### config.mk
export PLATFORM = sky130hd
export DESIGN_NAME = gpu_blitter
export DESIGN_NICKNAME = d
export VERILOG_FILES = /design/src/rtl/gpu_pkg.sv /design/src/rtl/gpu_bus_strobe.sv /design/src/rtl/gpu_blitter.sv
export SDC_FILE = /design/constraint.sdc
export NUM_CORES = 1
export LEC_CHECK = 0
export CELL_PAD_IN_SITES_DETAIL_PLACEMENT = 1
export CELL_PAD_IN_SITES_GLOBAL_PLACEMENT = 1
export CORE_MARGIN = 10
export CORE_UTILIZATION = 45
export CTS_BUF_LIST = sky130_fd_sc_hd__clkbuf_2 sky130_fd_sc_hd__clkbuf_4 sky130_fd_sc_hd__clkbuf_8
export DETAILED_ROUTE_END_ITERATION = 6
export PLACE_DENSITY_LB_ADDON = 0.08
export SETUP_SLACK_MARGIN = 0.3
export SYNTH_ARGS = -nofsm -noshare
export SYNTH_HDL_FRONTEND = slang
export SYNTH_SLANG_ARGS = --single-unit
### constraint.sdc
create_clock -name CLK_SYS -period 3.91 [get_ports CLK_SYS]
set_input_delay 1.173 -clock CLK_SYS [delete_from_list [all_inputs] [get_ports CLK_SYS]]
set_output_delay 1.173 -clock CLK_SYS [all_outputs]
set_load 0.05 [all_outputs]
### src/rtl/gpu_pkg.sv
// Shared types, defaults and address helper for the gpu_blitter engine.
package gpu_pkg;

   localparam int DEF_FB_BASE = 4096;
   localparam int DEF_FB_COLS = 80;
   localparam int DEF_FB_ROWS = 60;

   // Bit 6 set marks the buffer-swap write; fills never set it.
   localparam logic [6:0] SWAP_CMD = 7'h40;

   typedef logic [2:0] color_t;

   typedef enum logic [2:0] {
      IDLE,
      SETUP,
      STROBE,
      GAP,
      POLL,
      SWAP,
      FINISH
   } blit_state_e;

   function automatic logic [14:0] cell_addr(input int base, input int cols,
                                             input logic [6:0] x, input logic [6:0] y);
      int a;
      a = base + int'(y) * cols + int'(x);
      return a[14:0];
   endfunction

endpackage

### src/rtl/gpu_bus_strobe.sv
// One timed bus access: STROBE_CYCLES with CE low, then GAP_CYCLES with CE high.
// Latency: CE falls the clock after start_i. A start_i on the last gap clock chains the next access.
// Backpressure: none; the caller waits for last_o before starting another access.
module gpu_bus_strobe #(
   parameter int STROBE_CYCLES = 4,
   parameter int GAP_CYCLES    = 2
) (
   input  logic        clk_i,
   input  logic        rst_i,
   input  logic        start_i,
   input  logic        rw_i,
   input  logic [14:0] addr_i,
   input  logic [6:0]  data_i,
   output logic        ce_o,
   output logic        rw_o,
   output logic        doe_o,
   output logic [14:0] addr_o,
   output logic [6:0]  dout_o,
   output logic        busy_o,
   output logic        sample_o,
   output logic        last_o
);

   logic        act_q, act_d;
   logic        gap_q, gap_d;
   logic [15:0] cnt_q, cnt_d;
   logic        rw_q, rw_d;
   logic [14:0] addr_q, addr_d;
   logic [6:0]  data_q, data_d;
   logic        strobe_end;
   logic        gap_end;

   assign strobe_end = act_q && !gap_q && (cnt_q == 16'(STROBE_CYCLES - 1));
   assign gap_end    = act_q &&  gap_q && (cnt_q == 16'(GAP_CYCLES - 1));

   always_comb begin
      act_d  = act_q;
      gap_d  = gap_q;
      cnt_d  = cnt_q;
      rw_d   = rw_q;
      addr_d = addr_q;
      data_d = data_q;
      if (start_i) begin
         act_d  = 1'b1;
         gap_d  = 1'b0;
         cnt_d  = '0;
         rw_d   = rw_i;
         addr_d = addr_i;
         data_d = data_i;
      end else if (strobe_end) begin
         gap_d = 1'b1;
         cnt_d = '0;
      end else if (gap_end) begin
         // Returning to the idle bus values keeps ADDR/DOUT at zero between commands.
         act_d  = 1'b0;
         gap_d  = 1'b0;
         cnt_d  = '0;
         rw_d   = 1'b1;
         addr_d = '0;
         data_d = '0;
      end else if (act_q) begin
         cnt_d = cnt_q + 16'd1;
      end
   end

   always_ff @(posedge clk_i) begin
      if (rst_i) begin
         act_q  <= 1'b0;
         gap_q  <= 1'b0;
         cnt_q  <= '0;
         rw_q   <= 1'b1;
         addr_q <= '0;
         data_q <= '0;
      end else begin
         act_q  <= act_d;
         gap_q  <= gap_d;
         cnt_q  <= cnt_d;
         rw_q   <= rw_d;
         addr_q <= addr_d;
         data_q <= data_d;
      end
   end

   assign ce_o     = !(act_q && !gap_q);
   assign rw_o     = rw_q;
   assign doe_o    = act_q && !rw_q;
   assign addr_o   = addr_q;
   assign dout_o   = data_q;
   assign busy_o   = act_q;
   assign sample_o = strobe_end;
   assign last_o   = gap_end;

endmodule

### src/rtl/gpu_blitter.sv
// Rectangle-fill / buffer-swap engine writing framebuffer cells over a strobed bus; optional BLIT_VSYNC_WAIT_EN polls VSYNC before a swap.
// Latency: DONE 1+1+W*H*(STROBE_CYCLES+GAP_CYCLES)+1 clocks after accept for an unclipped fill.
// Backpressure: CMD_READY only in IDLE; CMD_VALID while busy is ignored.
module gpu_blitter
   import gpu_pkg::*;
#(
   parameter int FB_BASE       = DEF_FB_BASE,
   parameter int FB_COLS       = DEF_FB_COLS,
   parameter int FB_ROWS       = DEF_FB_ROWS,
   parameter int STROBE_CYCLES = 4,
   parameter int GAP_CYCLES    = 2
) (
   input  logic        CLK_SYS,
   input  logic        RESET,
   input  logic        CMD_VALID,
   output logic        CMD_READY,
   input  logic        CMD_SWAP,
   input  logic [6:0]  CMD_X,
   input  logic [6:0]  CMD_Y,
   input  logic [6:0]  CMD_W,
   input  logic [6:0]  CMD_H,
   input  logic [2:0]  CMD_COLOR,
   output logic        DONE,
   output logic        BUS_CE,
   output logic        BUS_RW,
   output logic [14:0] BUS_ADDR,
   output logic [6:0]  BUS_DOUT,
   output logic        BUS_DOE,
   input  logic [6:0]  BUS_DIN
);

   localparam logic [14:0] BASE_ADDR = 15'(FB_BASE);

   blit_state_e state_q, state_d;
   logic        swap_q, swap_d;
   logic [6:0]  x_q, x_d, y_q, y_d, xs_q, xs_d, w_q, w_d, h_q, h_d;
   logic [7:0]  xe_q, xe_d, ye_q, ye_d;
   color_t      color_q, color_d;

   logic        acc_start, acc_rw, acc_busy, acc_sample, acc_last;
   logic [14:0] acc_addr;
   logic [6:0]  acc_data;
   logic [7:0]  xsum, ysum, xn, yn;
   logic        fill_empty;

`ifdef BLIT_VSYNC_WAIT_EN
   logic vs_q, vs_d;
   logic unused_din;
   assign unused_din = ^BUS_DIN[6:1];
`else
   logic unused_din;
   assign unused_din = ^BUS_DIN;
`endif

   assign xsum = {1'b0, x_q} + {1'b0, w_q};
   assign ysum = {1'b0, y_q} + {1'b0, h_q};
   assign xn   = {1'b0, x_q} + 8'd1;
   assign yn   = {1'b0, y_q} + 8'd1;
   assign fill_empty = (w_q == '0) || (h_q == '0) ||
                       (int'(x_q) >= FB_COLS) || (int'(y_q) >= FB_ROWS);

   always_comb begin
      state_d   = state_q;
      swap_d    = swap_q;
      x_d       = x_q;
      y_d       = y_q;
      xs_d      = xs_q;
      w_d       = w_q;
      h_d       = h_q;
      xe_d      = xe_q;
      ye_d      = ye_q;
      color_d   = color_q;
`ifdef BLIT_VSYNC_WAIT_EN
      vs_d      = vs_q;
`endif
      acc_start = 1'b0;
      acc_rw    = 1'b0;
      acc_addr  = cell_addr(FB_BASE, FB_COLS, x_q, y_q);
      acc_data  = {4'b0000, color_q};
      unique case (state_q)
         IDLE: begin
            if (CMD_VALID && CMD_READY) begin
               swap_d  = CMD_SWAP;
               x_d     = CMD_X;
               xs_d    = CMD_X;
               y_d     = CMD_Y;
               w_d     = CMD_W;
               h_d     = CMD_H;
               color_d = CMD_COLOR;
               state_d = SETUP;
            end
         end
         SETUP: begin
            xe_d = (int'(xsum) > FB_COLS) ? 8'(FB_COLS) : xsum;
            ye_d = (int'(ysum) > FB_ROWS) ? 8'(FB_ROWS) : ysum;
            if (swap_q) begin
               acc_start = 1'b1;
               acc_addr  = BASE_ADDR;
`ifdef BLIT_VSYNC_WAIT_EN
               acc_rw    = 1'b1;
               state_d   = POLL;
`else
               acc_data  = SWAP_CMD;
               state_d   = SWAP;
`endif
            end else if (fill_empty) begin
               state_d = FINISH;
            end else begin
               acc_start = 1'b1;
               state_d   = STROBE;
            end
         end
         STROBE: begin
            if (acc_sample) state_d = GAP;
         end
         GAP: begin
            if (acc_last) begin
               // Row-major walk; the next access chains straight off the gap.
               if (xn < xe_q) begin
                  x_d       = xn[6:0];
                  acc_start = 1'b1;
                  acc_addr  = cell_addr(FB_BASE, FB_COLS, xn[6:0], y_q);
                  state_d   = STROBE;
               end else if (yn < ye_q) begin
                  x_d       = xs_q;
                  y_d       = yn[6:0];
                  acc_start = 1'b1;
                  acc_addr  = cell_addr(FB_BASE, FB_COLS, xs_q, yn[6:0]);
                  state_d   = STROBE;
               end else begin
                  state_d = FINISH;
               end
            end
         end
`ifdef BLIT_VSYNC_WAIT_EN
         POLL: begin
            if (acc_sample) vs_d = BUS_DIN[0];
            if (acc_last) begin
               acc_start = 1'b1;
               acc_addr  = BASE_ADDR;
               if (!vs_q) begin
                  acc_data = SWAP_CMD;
                  state_d  = SWAP;
               end else begin
                  acc_rw = 1'b1;
               end
            end
         end
`endif
         SWAP: begin
            if (acc_last) state_d = FINISH;
         end
         FINISH: begin
            state_d = IDLE;
         end
         default: begin
            state_d = IDLE;
         end
      endcase
   end

   always_ff @(posedge CLK_SYS) begin
      if (RESET) begin
         state_q <= IDLE;
         swap_q  <= 1'b0;
         x_q     <= '0;
         y_q     <= '0;
         xs_q    <= '0;
         w_q     <= '0;
         h_q     <= '0;
         xe_q    <= '0;
         ye_q    <= '0;
         color_q <= '0;
`ifdef BLIT_VSYNC_WAIT_EN
         vs_q    <= 1'b1;
`endif
      end else begin
         state_q <= state_d;
         swap_q  <= swap_d;
         x_q     <= x_d;
         y_q     <= y_d;
         xs_q    <= xs_d;
         w_q     <= w_d;
         h_q     <= h_d;
         xe_q    <= xe_d;
         ye_q    <= ye_d;
         color_q <= color_d;
`ifdef BLIT_VSYNC_WAIT_EN
         vs_q    <= vs_d;
`endif
      end
   end

   gpu_bus_strobe #(
      .STROBE_CYCLES(STROBE_CYCLES),
      .GAP_CYCLES   (GAP_CYCLES)
   ) u_strobe (
      .clk_i   (CLK_SYS),
      .rst_i   (RESET),
      .start_i (acc_start),
      .rw_i    (acc_rw),
      .addr_i  (acc_addr),
      .data_i  (acc_data),
      .ce_o    (BUS_CE),
      .rw_o    (BUS_RW),
      .doe_o   (BUS_DOE),
      .addr_o  (BUS_ADDR),
      .dout_o  (BUS_DOUT),
      .busy_o  (acc_busy),
      .sample_o(acc_sample),
      .last_o  (acc_last)
   );

   assign CMD_READY = (state_q == IDLE) && !acc_busy;
   assign DONE      = (state_q == FINISH);

endmodule
==> results.ini <==
[yosys]
post_synth_and_or_nand_nor_area_fraction_pct=20.6
synthTopCellsByArea=dfxtp_1 28%, ha_1 11%, nand2_1 5.9%
synthMuxAreaShare_pct=0.914
avgSynthCellArea_sq_um=8.14
synth_top_family_by_area=compound AO/OA/AOI/OAI gates
synthFlopType=dfxtp_1
syn_inst=858
synth_top_area_share_pct=27.5
synth_cell_types=90
synth-compound-area-share_pct=24.0
synthAdderAreaFrac_pct=12.6
synth-edff-count=0
synthXorXnorAreaFrac_pct=8.56
yosysMostFrequentCell=nand2_1
ys_async_sr_fraction_pct=0
ys_seq_area_share_pct=27.5
yosysWarnings=0
synth-seq-cells=96
synth_commonest_cells=109 x nand2_1, 96 x dfxtp_1, 80 x nor2_1
synthesis.area_sq_um=6980
synth_top_area_cell=dfxtp_1

[final_layout]
drive_gt1_share_pct=12.3
multiInputGateArea_sq_um=4800
regArea_sq_um=1930
fin_nets=1031
syn_to_final_growth_pct=17.6
n_fill_cell=1822
antennaDiodeCount=0

[routing]
wl_per_cell_um=20.6
antenna_left=0
via_per_inst=5.99
drt_iter0_markers=395
drcViolationCount=0
vias=6686
drt-pass1-iter-count=5
finalWirelength_mm=23.0

[global_route]
use_met2_pct=38.6
grt_usage_pct=22.3
grt_max_degree=73
grt_pass1_wl_mm=37.0
grt-ovfl-total=0
grt_pass1_vias=6990
use_met3_pct=3.21
gr-usage-met1_pct=27.4
grt_most_used_layer=met2
grt_antenna_before_repair=0

[place]
dpl.hpwl_mm=17.7
routabilityCongestion=0.948
portBuffers=58

[setup_path]
cp-start-kind=register
critPathMaxStageDelay_ns=0.41
worst_ep_required_time_ns=4.22
critPathTopFamily=adder cells
cp.arrival_ns=3.87
cp.buffers_inverters=1
critPathMaxFanout=5
worstSetupPathType=reg -> reg
crit_top_cell=ha_1
crit_slowest_cell=o41a_1
crit_path_cell_trace=buf_4, ha_2, xor2_2, ha_1, ha_1, fa_2, a211oi_1, nor2_1, xor2_1, and3b_1, xnor3_1, nor4_1, o41a_1, o31ai_2
end_kind=register

[sta]
finalHoldViolations=0
setup_tns_ns=0
rsz0062_at_grt=true
skew_ns=0.0159
tightest_slew_ns=0.790
period_share_pct=91.2
setup_viol_count_final=0
slew_headroom_pct=47.2
slew_violations=0
period_needed_ns=3.56
clock.fmax_mhz=281
hold_slack_ns=0.473

[power_and_ir_drop]
power-per-cell-area_nw_per_um2=677
finalPower_uw=5560
leakage_uw=0.00315
irDropWorstVdd_v=0.000359

[min_path]
worstHoldPathType=reg -> reg

[floorplan]
fp.dieH_um=145
start_util_pct=45.9
rows=45
core_sq_um=15200
die-area_sq_um=20900
die_w_um=145
ios=69

[clock_tree]
cts-root-buf=clkbuf_8
cts_buffer_depth=2
clkTransAtPathRegs_ns=0.10
cts_tree=built
h-tree-depth=3
cts-buffers-inserted=9
insertion_delay_ns=0.40
clock-sinks=96

[job]
max_cap_violations=0

[status]
status=finished, final reports clean

through the flow:
stage          util [%]  worst slack [ns]  area (sq um)  cells
2_1_floorplan         -             0.444          6990    860
3_3_place_gp       51.7             0.271          7870   1099
3_5_place_dp       51.7             0.115          7870   1099
4_1_cts            53.3             0.315          8100   1116
5_1_grt            54.0             0.160          8210   1116
6_report           54.0             0.346          8210   1116
cell families after synthesis:
kind of cell               Yosys count
muxes                                6
adders and majority gates           66
DFF                                 96
xor gates and xnor gates            64
and+or+nand+nor                    306
AOI/OAI and AO/OA                  229
other                                1
buffers and inverters               90
sequential cells by signal, summed over array words and instances, names as in the netlist, 3 cells and up:
name and count:
xs_q 7, y_q 7, ye_q 8, state_q 3, h_q 7, color_q 3
u_strobe.cnt_q 16, u_strobe.dout_o 4, w_q 7, x_q 7, u_strobe.addr_o 15, xe_q 8
placed cells by master (no fill, tap or decap), drive strengths merged, types with 8 or more instances in the layout:
cell type	n
inv	47
a31oi	9
buf	38
nand3	21
a21oi	77
a221oi	14
nor3	26
nor2	83
xnor2	36
clkbuf	11
nand2	110
dfxtp	96
a21o	11
ha	59
a211oi	15
clkdlybuf4s50	57
o21ai	35
nor2b	9
a311oi	8
xor2	26
nand4	11
path summary, 6_finish.rpt:
path	startpoint	to	slack (ns)	cells after the start
max	y_q[1]$_SDFFE_PP0P_	u_strobe.addr_o[12]$_SDFFE_PP0P_	0.35	14
min	color_q[2]$_SDFFE_PP0P_	color_q[2]$_SDFFE_PP0P_	0.47	2
max reg2reg	y_q[1]$_SDFFE_PP0P_	u_strobe.addr_o[12]$_SDFFE_PP0P_	0.35	14
min reg2reg	color_q[2]$_SDFFE_PP0P_	color_q[2]$_SDFFE_PP0P_	0.47	2
final cells by class:
| class | instances | area share, % |
|---|---|---|
| Inverter | 47 | 2.21 |
| Clock inverter | 5 | 0.503 |
| Multi-Input combinational cell | 674 | 58.4 |
| Sequential cell | 96 | 23.5 |
| Tap cell | 188 | 2.86 |
| Timing Repair Buffer | 95 | 10.7 |
| Clock buffer | 11 | 1.77 |
layer usage:
metal	routed length, um	up-vias
li1	-	3188
met1	10200	3270
met2	11100	178
met3	944	50
met5	0	-
met4	750	0
tightest hold or removal path, cell delays in order (launching register included):
cell	delay, ns
dfxtp_1	0.33
nand2_1	0.06
a21oi_1	0.05
report_power, final:
part	internal (uW)	total [uW]	leakage [uW]	switching [uW]
clock network	262	666	0.0000948	404
logic	1330	3510	0.00228	2180
registers	1170	1380	0.000783	217
what timing repair did:
action	in CTS	in global routing
pin swaps	2	3
setup buffers	1	0
hold buffers	0	0
setup endpoints to repair	32	32
cloned	0	0
gates resized for setup	9	23
No activity file was read; power rests on OpenSTA's default activity.
